File: src/rtl/imul_accum_pkg.sv
// Shared types and constants for the product accumulator that sits behind the
// iterative integer multiplier.
package imul_accum_pkg;

    localparam int c_msg_nbits = 32;

    typedef enum logic [1:0] {
        IDLE  = 2'd0,
        ACCUM = 2'd1,
        DONE  = 2'd2
    } state_t;

endpackage

File: src/rtl/imul_accum_unit.sv
// Sums a runtime-sized group of consecutive 32-bit products (mod 2^32) and
// emits one sum per group on a val/rdy stream.
module imul_accum_unit
    import imul_accum_pkg::*;
#(
    parameter int p_len_nbits = 8
) (
    input  logic                   clk,
    input  logic                   reset,
    input  logic [p_len_nbits-1:0] cfg_len,
    input  logic                   istream_val,
    output logic                   istream_rdy,
    input  logic [c_msg_nbits-1:0] istream_msg,
    output logic                   ostream_val,
    input  logic                   ostream_rdy,
    output logic [c_msg_nbits-1:0] ostream_msg,
    output logic [p_len_nbits-1:0] ostream_cnt,
    output logic                   busy
);

    state_t                 state, state_n;
    logic [c_msg_nbits-1:0] acc;
    logic [p_len_nbits-1:0] cnt, len_r;
    logic [p_len_nbits-1:0] eff_len, cnt_inc;
    logic                   in_xfer, out_xfer;

    // Every output is a function of state alone, so there is no
    // combinational path from either valid to either ready.
    assign istream_rdy = (state != DONE);
    assign ostream_val = (state == DONE);
    assign ostream_msg = (state == DONE) ? acc : '0;
    assign ostream_cnt = (state == DONE) ? cnt : '0;
    assign busy        = (state != IDLE);

    assign in_xfer  = istream_val && istream_rdy;
    assign out_xfer = ostream_val && ostream_rdy;
    assign eff_len  = (cfg_len == '0) ? p_len_nbits'(1) : cfg_len;
    // cnt stays below len_r while accumulating, so this cannot wrap.
    assign cnt_inc  = cnt + p_len_nbits'(1);

    always_comb begin
        state_n = state;
        case (state)
            IDLE:    if (in_xfer) state_n = (eff_len == p_len_nbits'(1)) ? DONE : ACCUM;
            ACCUM:   if (in_xfer && cnt_inc == len_r) state_n = DONE;
            DONE:    if (out_xfer) state_n = IDLE;
            default: state_n = IDLE;
        endcase
    end

    always_ff @(posedge clk or posedge reset) begin
        if (reset) begin
            state <= IDLE;
            acc   <= '0;
            cnt   <= '0;
            len_r <= '0;
        end else begin
            state <= state_n;
            case (state)
                IDLE: if (in_xfer) begin
                    len_r <= eff_len;   // length latched once; later cfg_len edits ignored
                    acc   <= istream_msg;
                    cnt   <= p_len_nbits'(1);
                end
                ACCUM: if (in_xfer) begin
                    acc <= acc + istream_msg;
                    cnt <= cnt_inc;
                end
                DONE: if (out_xfer) begin
                    acc <= '0;
                    cnt <= '0;
                end
                default: ;
            endcase
        end
    end

endmodule

File: config.mk
export PLATFORM = sky130hd
export DESIGN_NAME = imul_accum_unit
export DESIGN_NICKNAME = d
export VERILOG_FILES = /design/src/rtl/imul_accum_pkg.sv /design/src/rtl/imul_accum_unit.sv
export SDC_FILE = /design/constraint.sdc
export NUM_CORES = 1
export LEC_CHECK = 0
export BUFFER_PORTS_ARGS = -buffer_cell sky130_fd_sc_hd__buf_2
export CAP_MARGIN = 25
export CORE_ASPECT_RATIO = 0.9
export CORE_MARGIN = 8
export CORE_UTILIZATION = 30
export DETAILED_ROUTE_END_ITERATION = 8
export GPL_TIMING_DRIVEN = 0
export PLACE_DENSITY = 0.47
export SLEW_MARGIN = 20
export SYNTH_ARGS = -nofsm -noshare
export SYNTH_HDL_FRONTEND = slang
export SYNTH_SLANG_ARGS = --single-unit
export TNS_END_PERCENT = 1
File: constraint.sdc
create_clock -name clk -period 7.15 [get_ports clk]
set_input_delay 1.43 -clock clk [delete_from_list [all_inputs] [get_ports clk]]
set_output_delay 1.43 -clock clk [all_outputs]
set_load 0.05 [all_outputs]
==> impl_metrics.json <==
{
  "yosysWarningCount": 0,
  "synth.net_count": 614,
  "grt_overflow": 0,
  "crit_path_start_kind": "flop",
  "antenna_left": 0,
  "wl_met2_mm": 6.36,
  "cts.sinks": 50,
  "clock-root-buffer": "clkbuf_16",
  "ir_drop_mv": 0.160,
  "tightest_slew_ns": 0.698,
  "worstSkewPairLatency_ns": 0.30,
  "hp-start": "len_r[0]$_DFFE_PP0P_",
  "cts-buffers-inserted": 5,
  "gp_congestion": 0.834,
  "cts_hold_buf": 0,
  "drtIter0Drc": 216,
  "die_h_um": 131,
  "areaGrowthSynthToFinish_pct": 19.2,
  "critPathCaptureType": "output pin",
  "cts_tree": "done",
  "r2r_start": "acc[0]$_DFFE_PP0P_",
  "die_x_um": 144,
  "final_util_pct": 36.2,
  "antenna_cells": 0,
  "min_path_type": "reg2reg",
  "fmaxAchievable_mhz": 256,
  "slew_viol_final": 0,
  "grt_pass1_vias": 4365,
  "synth.avg_cell_area_um2": 8.29,
  "num_io_pins": 87,
  "postPlaceCellArea_um2": 5100,
  "combPwrFrac_pct": 70.8,
  "synth_top_area_share_pct": 28.3,
  "tns_ns": 0,
  "clock_skew_ns": 0.00840,
  "ys_async_sr_fraction_pct": 100,
  "slew_headroom_pct": 53.5,
  "synth.area.top_cells": "dfrtp_1, ha_1, and2_1",
  "p_sw_mw": 1.47,
  "grt_usage_pct": 15.4,
  "drc_errors": 0,
  "power.internal_mw": 1.28,
  "yosysTopAreaCell": "dfrtp_1",
  "top_layer": "met4",
  "drt-pass1-iter-count": 5,
  "rows": 42,
  "r2r_setup_slack_ns": 4.12,
  "synthesis.area_um2": 4420,
  "critPathKind": "reg2out",
  "postLayoutCellArea_um2": 5260,
  "wirelength_mm": 14.2,
  "grt_pass1_wl_mm": 23.1,
  "crit_required_ns": 5.72,
  "status": "completed",
  "worstSetupStartpoint": "state[0]$_DFFE_PP0P_",
  "fin_ws_ns": 3.24,
  "p_seq_share_pct": 19.0,
  "finalSetupViolations": 0,
  "path_clk_slew_ns": 0.07,
  "fillCellCount": 1559,
  "synth_ff_type": "dfrtp_1",
  "ys_ff_latch": 50,
  "final-hold-violation-count": 0,
  "initial_core_util_pct": 30.3,
  "wl_met1_mm": 7.05,
  "ys_types": 59,
  "pre_cts_slack_ns": 2.99,
  "power.leakage_nw": 2.54,
  "ctsResizeCount": 0,
  "vias": 4248,
  "yosysMostFrequentCell": "nor2_1",
  "syn-instance-count": 533,
  "synth_commonest_cells": "nor2_1, dfrtp_1, and2_1",
  "min_period_ns": 3.91,
  "cts_max_level": 2,
  "grt_max_degree": 51,
  "period_share_pct": 54.7,
  "cp_max_fo": 10,
  "power_density_nw_per_um2": 522,
  "wl_met3_um": 680,
  "final_nets": 707,
  "hpwl_mm": 10.9,
  "port_buffers": 86,
  "p_clk_share_pct": 10.2,
  "synth_edf_count": 0,
  "core_um2": 14600,
  "antenna_found_initial": 0,
  "rsz0062_at_grt": "false",
  "via_per_inst": 5.15,
  "switching_share_pct": 53.6,
  "cp.arrival_ns": 2.48,
  "post_cts_buffers": 0,
  "wl_per_cell_um": 17.2,
  "drive_gt1_share_pct": 18.8,
  "die-area_um2": 18900,
  "ys_seq_area_share_pct": 28.3,
  "cap_violations": 0,
  "max-clock-path-buffers": 2
}
final cells by class:
class,instances,area (µm²),area share (%)
timing repair buffer,86,430,8.18
inverter,15,58.8,1.12
multi-input combinational,439,2990,56.9
tap,198,248,4.71
clock buffer,5,125,2.38
buffer,29,115,2.19
sequential,50,1250,23.8
clock inverter,3,40.0,0.761
critical path, stage by stage (launching register included):
cell and delay, ns:
dfrtp_1 0.42, inv_1 0.11, ha_1 0.23, clkbuf_1 0.44
clkbuf_1 0.47, and2_1 0.24, buf_2 0.27
path summary, 6_finish.rpt:
path                       cells past startpoint                   end
max reg2reg                                   12   acc[28]$_DFFE_PP0P_
min in group asynchronous                      2  len_r[2]$_DFFE_PP0P_
min                                            2  len_r[0]$_DFFE_PP0P_
min reg2reg                                    2  len_r[0]$_DFFE_PP0P_
max in group asynchronous                      2   acc[21]$_DFFE_PP0P_
max                                            6        ostream_msg[0]
kinds of logic after synthesis:
group / Yosys count / synth area share (%)
AOI/OAI and AO/OA: 165 / 25.4
xor gates and xnor gates: 36 / 7.14
adders and majority gates: 37 / 10.7
buffers and inverters: 44 / 3.88
DFF: 50 / 28.3
muxes: 10 / 2.52
and+or+nand+nor: 191 / 22.1
registers in the layout, indices dropped and copies added, names as in the netlist:
signal,count
acc,32
cnt,8
len_r,8
state,2
placed cells by master, fill, tap and decap left out, types with 4 or more instances in the layout:
master | netlist | routed
clkbuf_1 | 22 | 22
nand2b_1 | 7 | 7
nor3_1 | 4 | 4
and3_1 | 13 | 13
nor2_1 | 62 | 62
xnor2_1 | 24 | 24
nand3_1 | 17 | 17
inv_1 | 14 | 13
xor2_1 | 12 | 12
o21ai_0 | 34 | 34
o21ai_1 | 5 | 5
dfrtp_1 | 50 | 50
and2_1 | 41 | 41
clkbuf_16 | 0 | 5
a21o_1 | 23 | 23
nand4_1 | 6 | 6
buf_2 | 5 | 91
o21a_1 | 4 | 4
mux2_2 | 9 | 9
a31oi_1 | 6 | 6
nand2_1 | 25 | 25
ha_1 | 36 | 36
a221oi_1 | 19 | 19
a21oi_1 | 40 | 40
per-stage QoR:
step | instances | power, mW | hold slack, ns
4_1_cts | 825 | 2.77 | 0.519
3_5_place_dp | 817 | 2.47 | 0.501
5_1_grt | 825 | 3.01 | 0.556
2_1_floorplan | 533 | 1.98 | 0.468
3_3_place_gp | 817 | 2.44 | 0.489
6_report | 825 | 2.75 | 0.514
per-layer routing:
layer  vias up  track usage [%]
met5         -                0
met4         0             2.92
met2        91             24.2
met1      2029             21.3
li1       2120                -
met3         8             3.11
power groups by stage:
stage	clock [mW]	sequential, mW	combinational [mW]
finish	0.282	0.522	1.94
global route	0.304	0.543	2.16
CTS	0.295	0.524	1.95
detailed placement	0	0.529	1.94
global placement	0	0.523	1.92
floorplan	0	0.493	1.49
Power figures use the tool's default switching activity.
